`src/rtl/divui_seq_pkg.sv`:
```
// Shared definitions for the sequential unsigned divider: FSM encoding and
// counter sizing.
package divui_seq_pkg;

    typedef enum logic [1:0] {
        StIdle = 2'd0,
        StBusy = 2'd1,
        StDone = 2'd2
    } state_e;

    function automatic int unsigned cnt_width(input int unsigned width);
        return $clog2(width);
    endfunction

endpackage

```
`src/rtl/divui_seq_if.sv`:
```
// Elastic operand/result channels of the sequential divider: two joined
// operand inputs and one quotient output.
interface divui_seq_if #(
    parameter int unsigned DATA_TYPE = 32
) ();

    logic [DATA_TYPE-1:0] lhs;
    logic                 lhs_valid;
    logic                 lhs_ready;
    logic [DATA_TYPE-1:0] rhs;
    logic                 rhs_valid;
    logic                 rhs_ready;
    logic [DATA_TYPE-1:0] outs;
    logic                 outs_valid;
    logic                 outs_ready;

    modport master (
        output lhs, lhs_valid, rhs, rhs_valid, outs_ready,
        input  lhs_ready, rhs_ready, outs, outs_valid
    );

    modport slave (
        input  lhs, lhs_valid, rhs, rhs_valid, outs_ready,
        output lhs_ready, rhs_ready, outs, outs_valid
    );

endinterface

```
`src/rtl/divui_seq_step.sv`:
```
// One radix-2 restoring division step: shift the next dividend bit into the
// remainder and subtract the divisor when it fits.
module divui_seq_step #(
    parameter int unsigned DATA_TYPE = 32
) (
    input  logic [DATA_TYPE-1:0] rem_i,
    input  logic                 q_msb_i,
    input  logic [DATA_TYPE-1:0] div_i,
    output logic [DATA_TYPE-1:0] rem_o,
    output logic                 q_bit_o
);

    logic [DATA_TYPE:0] shifted;

    // The remainder is always below the divisor, so the difference fits in
    // DATA_TYPE bits; a zero divisor always "fits" and yields all-ones.
    always_comb begin
        shifted = {rem_i, q_msb_i};
        q_bit_o = (shifted >= {1'b0, div_i});
        rem_o   = q_bit_o ? DATA_TYPE'(shifted - {1'b0, div_i}) : shifted[DATA_TYPE-1:0];
    end

endmodule

```
`src/rtl/divui_seq.sv`:
```
// Iterative unsigned divider: joins dividend and divisor, produces one
// quotient bit per cycle, and presents the quotient on an elastic output.
module divui_seq
    import divui_seq_pkg::*;
#(
    parameter int unsigned DATA_TYPE = 32
) (
    input logic         clk,
    input logic         rst,
    divui_seq_if.slave  bus
);

    localparam int unsigned           CntW    = cnt_width(DATA_TYPE);
    localparam logic [CntW-1:0]       CntLast = CntW'(DATA_TYPE - 1);

    state_e               state_q;
    logic                 outs_valid_q;
    logic [DATA_TYPE-1:0] q_q;
    logic [DATA_TYPE-1:0] rem_q;
    logic [DATA_TYPE-1:0] div_q;
    logic [CntW-1:0]      cnt_q;
    logic [DATA_TYPE-1:0] rem_d;
    logic                 q_bit_d;
    logic                 can_accept;
    logic                 accept;

    assign can_accept = (state_q == StIdle) || ((state_q == StDone) && bus.outs_ready);
    assign accept     = can_accept && bus.lhs_valid && bus.rhs_valid;

    assign bus.lhs_ready  = can_accept && bus.rhs_valid;
    assign bus.rhs_ready  = can_accept && bus.lhs_valid;
    assign bus.outs       = q_q;
    assign bus.outs_valid = outs_valid_q;

    divui_seq_step #(
        .DATA_TYPE(DATA_TYPE)
    ) u_step (
        .rem_i   (rem_q),
        .q_msb_i (q_q[DATA_TYPE-1]),
        .div_i   (div_q),
        .rem_o   (rem_d),
        .q_bit_o (q_bit_d)
    );

    // The dividend shifts out of q_q's MSB while quotient bits shift into its LSB.
    always_ff @(posedge clk) begin
        if (rst) begin
            state_q      <= StIdle;
            outs_valid_q <= 1'b0;
            q_q          <= '0;
            rem_q        <= '0;
            div_q        <= '0;
            cnt_q        <= '0;
        end else if (accept) begin
            state_q      <= StBusy;
            outs_valid_q <= 1'b0;
            q_q          <= bus.lhs;
            div_q        <= bus.rhs;
            rem_q        <= '0;
            cnt_q        <= '0;
        end else begin
            unique case (state_q)
                StIdle: begin
                end
                StBusy: begin
                    rem_q <= rem_d;
                    q_q   <= {q_q[DATA_TYPE-2:0], q_bit_d};
                    cnt_q <= cnt_q + CntW'(1);
                    if (cnt_q == CntLast) begin
                        state_q      <= StDone;
                        outs_valid_q <= 1'b1;
                    end
                end
                StDone: begin
                    if (bus.outs_ready) begin
                        state_q      <= StIdle;
                        outs_valid_q <= 1'b0;
                    end
                end
                default: begin
                    state_q <= StIdle;
                end
            endcase
        end
    end

endmodule

```
`src/flat_wrapper.sv`:
```
// flat-port wrapper written by rule: the top's interface ports become plain ports
module divui_seq_flat import divui_seq_pkg::*;
#(
    parameter int unsigned DATA_TYPE = 32
)
  (clk, rst, bus_lhs, bus_lhs_valid, bus_rhs, bus_rhs_valid, bus_outs_ready, bus_lhs_ready, bus_rhs_ready, bus_outs, bus_outs_valid);
  divui_seq_if #(.DATA_TYPE(DATA_TYPE)) bus_i ();
  input logic clk;
  input logic rst;
  input wire logic [$bits(bus_i.lhs)-1:0] bus_lhs;
  input wire logic [$bits(bus_i.lhs_valid)-1:0] bus_lhs_valid;
  input wire logic [$bits(bus_i.rhs)-1:0] bus_rhs;
  input wire logic [$bits(bus_i.rhs_valid)-1:0] bus_rhs_valid;
  input wire logic [$bits(bus_i.outs_ready)-1:0] bus_outs_ready;
  output wire logic [$bits(bus_i.lhs_ready)-1:0] bus_lhs_ready;
  output wire logic [$bits(bus_i.rhs_ready)-1:0] bus_rhs_ready;
  output wire logic [$bits(bus_i.outs)-1:0] bus_outs;
  output wire logic [$bits(bus_i.outs_valid)-1:0] bus_outs_valid;
  assign bus_i.lhs = bus_lhs;
  assign bus_i.lhs_valid = bus_lhs_valid;
  assign bus_i.rhs = bus_rhs;
  assign bus_i.rhs_valid = bus_rhs_valid;
  assign bus_i.outs_ready = bus_outs_ready;
  assign bus_lhs_ready = bus_i.lhs_ready;
  assign bus_rhs_ready = bus_i.rhs_ready;
  assign bus_outs = bus_i.outs;
  assign bus_outs_valid = bus_i.outs_valid;
  divui_seq #(.DATA_TYPE(DATA_TYPE)) u_core (.clk(clk), .rst(rst), .bus(bus_i));
endmodule
```
`config.mk`:
```
export PLATFORM = sky130hd
export DESIGN_NAME = divui_seq_flat
export DESIGN_NICKNAME = d
export VERILOG_FILES = /design/src/rtl/divui_seq_pkg.sv /design/src/rtl/divui_seq_if.sv /design/src/rtl/divui_seq_step.sv /design/src/rtl/divui_seq.sv /design/src/flat_wrapper.sv
export SDC_FILE = /design/constraint.sdc
export NUM_CORES = 1
export LEC_CHECK = 0
export ABC_AREA = 1
export CAP_MARGIN = 10
export CORE_ASPECT_RATIO = 1.2
export CORE_MARGIN = 5
export CORE_UTILIZATION = 40
export CTS_BUF_LIST = sky130_fd_sc_hd__clkbuf_8
export CTS_CLUSTER_SIZE = 12
export DETAILED_ROUTE_END_ITERATION = 7
export MAX_ROUTING_LAYER = met4
export PLACE_DENSITY_LB_ADDON = 0.05
export SLEW_MARGIN = 20
export SYNTH_ARGS = -nofsm -noshare
export SYNTH_HDL_FRONTEND = slang
export SYNTH_HIERARCHICAL = 1
export SYNTH_SLANG_ARGS = --single-unit
```
`constraint.sdc`:
```
create_clock -name clk -period 4.6 [get_ports clk]
set_input_delay 0.92 -clock clk [delete_from_list [all_inputs] [get_ports clk]]
set_output_delay 0.92 -clock clk [all_outputs]
set_load 0.02 [all_outputs]
```
# After elaboration in Yosys (flattened, before gate mapping)
# Cells that the tools add are included.
[op_classes]
n_addsub = 2
n_mul = 0
n_div = 0
order_cmp = 1
n_eq_ne = 8
n_shift = 0
muxes = 10
bitwise = 1
reduce_logical = 12
[ops]
columns = ["cell", "n"]
rows = [
  ["two-way mux 32 bit", 3],
  [">= comparator 33 x 32 -> 1 bit", 1],
  ["subtractor 32 bit", 1],
  ["AND reduction 3 bit", 3],
  ["one-hot mux 2 bit (3 select lines)", 1],
  ["adder 5 x 1 -> 5 bit (second input constant)", 1],
  ["equality test 5 bit (second input constant)", 1],
  ["logical AND 1 bit", 4],
  ["two-way mux 2 bit", 2],
  ["inequality test 2 x 1 -> 1 bit (second input constant)", 2],
  ["nonzero test 2 bit", 2],
  ["two-way mux 1 bit", 3],
  ["inequality test 3 x 1 -> 1 bit (second input constant)", 1],
  ["inequality test 3 x 2 -> 1 bit (second input constant)", 1],
  ["equality test 2 x 1 -> 1 bit (second input constant)", 1],
  ["equality test 2 bit (second input constant)", 1],
  ["zero test 2 bit", 1],
  ["inequality test 2 bit (second input constant)", 1],
  ["one-hot mux 1 bit (2 select lines)", 1],
  ["OR reduction 2 bit", 1],
  ["logical OR 1 bit", 1],
  ["inverter 1 bit", 1],
]
[totals]
register_bits = 104
latch_bits = 0
ramBits = 0
mem_bits_ro = 0
in_bits = 69
wordCells = 41
mem_count = 0

# Longest topological paths before layout
[depth]
depth_word = 7
ltp_mapped = 18
depth_no_buf = 16

# Hierarchy
# The synthesis kept the hierarchy.
[by_module_without_submodules]
columns = ["mod", "instances", "cells_each", "area_per_inst_um2", "seq_area_each_um2"]
rows = [
  ["divui_seq", 1, 609, 4364.2, 2082.0],
  ["divui_seq_step", 1, 652, 3193.1, 0.0],
]

# Worst setup path after synthesis
# OpenSTA, ideal clock, no wires.
[synth_timing]
kind = "in2out"
start = "input port bus_outs_ready"
end = "output port bus_lhs_ready"
arrival_ps = 1794
required_time_ps = 3680
slack_ps = 1886
cell_stages = 5
n_path_buf = 1
cell_sequence = "inv_1 -> a21oi_1 -> buf_2 -> inv_1 -> nor2_1"
[synth_via]
elab_chain_cells = 3
[synth_lines]
columns = ["element", "line", "text"]
rows = [
  ["from (decl)", "flat_wrapper.sv:14", "input wire logic [$bits(bus_i.outs_ready)-1:0] bus_outs_ready;"],
  ["logical AND 1 bit", "divui_seq.sv:27", "assign can_accept = (state_q == StIdle) || ((state_q == StDone) && bus.outs_ready);"],
  ["logical OR 1 bit", "divui_seq.sv:27", ""],
  ["logical AND 1 bit", "divui_seq.sv:30", "assign bus.lhs_ready = can_accept && bus.rhs_valid;"],
  ["to (decl)", "flat_wrapper.sv:15", "output wire logic [$bits(bus_i.lhs_ready)-1:0] bus_lhs_ready;"],
]
# Every way passes these cells.

# Worst setup path in the final report
# Same ends and word-level chain as after synthesis.

==> results.md <==
- # diodes: 0
- Register area share after synthesis: 0.275
- Area Overhead vs Synth: 17.6%
- Grt ovf: 0
- Pleak: 4.25 nW
- P per Cell Area: 263 mW/mm^2
- Post-synth EDFFs: 0
- Routed len/inst: 13.0 um
- Final WL: 20700 um
- Final net count: 1432
- Final hold vios: 0
- CTS tree: yes
- Clock tree buffer depth: 2
- Peak supply drop: 0.000136 V
- Seq cells post-synth: 104
- Startpoint types: input pin
- Filler cell count: 2104
- Cells after Synth: 1261
- Actual slew at the worst max-slew pin: 0.766 ns
- RSZ-0062 raised after global routing: no
- Worst-path clk slew: 0.10 ns
- Count of final setup violators: 0
- Hold endpoint: u_core/div_q[7]$_SDFFE_PP0N_
- Worst r2r src: u_core/div_q[23]$_SDFFE_PP0N_
- Clk_skew: 0.0259 ns
- Die area: 0.0218 sq mm
- GPL Wtd Cong: 0.903
- CP Data Required Time: 3.68 ns
- Layout cells sized above 1: 0.0480
- Sink Count: 104
- Die height: 161 um
- # IOs: 104
- Largest net degree at the start of global routing: 71
- Crit path kind: in -> out
- R2r worst-path depth: 13
- Global-route wire length before repair: 34300 um
- Detailed Place HPWL: 15000 um
- Gr usage total: 0.197
- Mapped Nets: 1365
- Crit path time final: 3.39 ns
- Via count: 7486
- WHS Path Cells: 2
- Root buf cell: clkbuf_8
- Setup bufs post-CTS: 0
- Avg Cell Area, Syn: 5.99 sq um
- Slew headroom: 0.490
- Area leader, netlist: dfxtp_1
- Status: finished clean
- Vias per cell: 4.71
- FMAX: 295 MHz
- Area fraction of the dominant cell type after synthesis: 0.275
- Clk Latency, worst-skew pair: 0.40 ns
- Hold Crit Class: reg -> reg
- Max stage delay cell, worst path: clkdlybuf4s50_1
- Final cycle utilization of the critical path: 0.737
- Vias in the first global route: 7043
- H-tree depth: 3
- CTS Buf Count: 9
- Async SR Flop Fraction: 0
- Reg2Reg Setup Slack: 1.93 ns
- Final Non-Filler Cells: 1589
- Worst hold start: u_core/div_q[7]$_SDFFE_PP0N_
- Initial antenna violation count: 0
- Cts repair resizes: 0
- DRC: 0
- Antenna viol nets, final: 0
- Synth Cell Area: 0.00756 sq mm
- Max-cap violations: 0
- CTS Hold Buffers Added: 0
- Port-buffer cells: 103
- Worst path arrival time: 2.47 ns
- DRT Pass-1 Iters: 4
- FP Rows: 55
- CP cell instances: clkdlybuf4s50_1 -> inv_1 -> a21oi_2 -> inv_1 -> nor2_1 -> clkdlybuf4s50_1
- DP Cell Count: 1573
- Yosys cell types: 34
- Main synth FF type: dfxtp_1
- Die width: 135 um
- Worst reg2reg path endpoint: u_core/rem_q[0]$_SDFFE_PP0P_
- Core Util, Final: 0.475
- Initial Utilization: 0.404
- Crit path largest cell delay: 0.64 ns
- Worst setup EP type: output port
- Setup tns final: 0 ns
- Slew Viols, Final: 0
- Yosys warnings: 6
- Core area: 0.0187 sq mm
- Initial DRC count: 356
- Crit path max fanout: 3
- Synth area leaders: dfxtp_1 28%, nand2_1 22%, inv_1 11%
==> layer usage <==
layer / global-route usage / up-vias / wire length, um
li1: - / 4043 / -
met1: 0.247 / 3279 / 9620
met2: 0.324 / 145 / 9750
met3: 0.0294 / 19 / 896
met4: 0.0632 / 0 / 433
met5: - / - / 0
==> report_power, final <==
group          internal [W]  switching [W]  total, W
clock network      0.000210       0.000378  0.000588
logic              0.000279       0.000486  0.000765
registers          0.000948      0.0000323  0.000981
total               0.00144       0.000896   0.00233
==> area by class of cell <==
| type | count | area (sq um) | area share |
|---|---|---|---|
| Clock inverter | 7 | 66.3 | 0.00746 |
| Tap cell | 256 | 320 | 0.0361 |
| Clock buffer | 9 | 124 | 0.0139 |
| Inverter | 223 | 837 | 0.0942 |
| Sequential cell | 104 | 2080 | 0.234 |
| Multi-Input combinational cell | 874 | 4330 | 0.487 |
| Timing Repair Buffer | 116 | 1130 | 0.127 |
==> state kept, by name, summed over array words and instances (netlist names) <==
signal                 count
u_core/bus.outs_valid      1
u_core/div_q              32
u_core/state_q             2
u_core/rem_q              32
u_core/cnt_q               5
u_core/bus.outs           32
==> metrics by stage <==
stage / setup WS, ns / hold slack [ns] / cell area [sq um] / total power (W)
final: 1.21 / 0.450 / 8880 / 0.00233
after floorplan: 1.89 / 0.423 / 7560 / 0.00153
after global routing: 1.08 / 0.469 / 8880 / 0.00250
after detailed placement: 1.18 / 0.436 / 8690 / 0.00177
after CTS: 1.18 / 0.453 / 8880 / 0.00237
after global placement: 1.19 / 0.432 / 8690 / 0.00177
==> cells in the mapped netlist (15+ instances only) <==
library cell	count
xor2_1	15
nand2_1	446
dfxtp_1	104
buf_2	29
nor2_1	40
inv_1	218
clkbuf_1	23
ha_1	34
a21oi_1	122
nand3_1	86
nand3_2	16
nand4_1	36
o21ai_0	34
==> how the worst max path moves through the flow <==
stage | end | slack [ns] | depth (start not counted) | start
6_report | bus_lhs_ready | 1.21 | 6 | bus_outs_ready
3_5_place_dp | bus_lhs_ready | 1.18 | 6 | bus_outs_ready
5_1_grt | bus_lhs_ready | 1.08 | 6 | bus_outs_ready
3_3_place_gp | bus_lhs_ready | 1.19 | 6 | bus_outs_ready
2_1_floorplan | bus_lhs_ready | 1.89 | 5 | bus_outs_ready
4_1_cts | bus_lhs_ready | 1.18 | 6 | bus_outs_ready
==> cell families after synthesis <==
logic type | count (synthesis) | share of synthesized area
flops | 104 | 0.275
buf+inv | 283 | 0.152
xor+xnor | 17 | 0.0197
fa+ha+maj | 35 | 0.0589
compound gates | 158 | 0.105
simple gates | 664 | 0.388
==> critical path, delay by kind of cell <==
kind,cells,cell delay [ns]
buf+inv,4,1.24
simple gates,1,0.17
compound gates,1,0.14
==> cell usage in the layout, fill, tap and decap left out, types with 2 or more instances in the layout <==
cell	synthesis	layout
clkinv_4	0	2
nor2_1	40	40
a21oi_1	122	121
nand3_1	86	86
nand2_2	3	3
inv_2	5	5
inv_1	218	219
and2_1	8	8
nand3b_1	10	10
nand4_1	36	36
clkdlybuf4s50_1	0	103
nor3_2	2	2
nand2_1	446	446
nor3_1	6	6
dfxtp_1	104	104
xor2_1	15	15
xnor2_1	2	2
nor2_4	2	2
nand3_2	16	16
ha_1	34	34
nor2_2	4	4
buf_4	5	13
a21oi_2	1	2
o21ai_0	34	34
clkbuf_8	0	9
inv_6	0	2
Power figures use the tool's default switching activity.
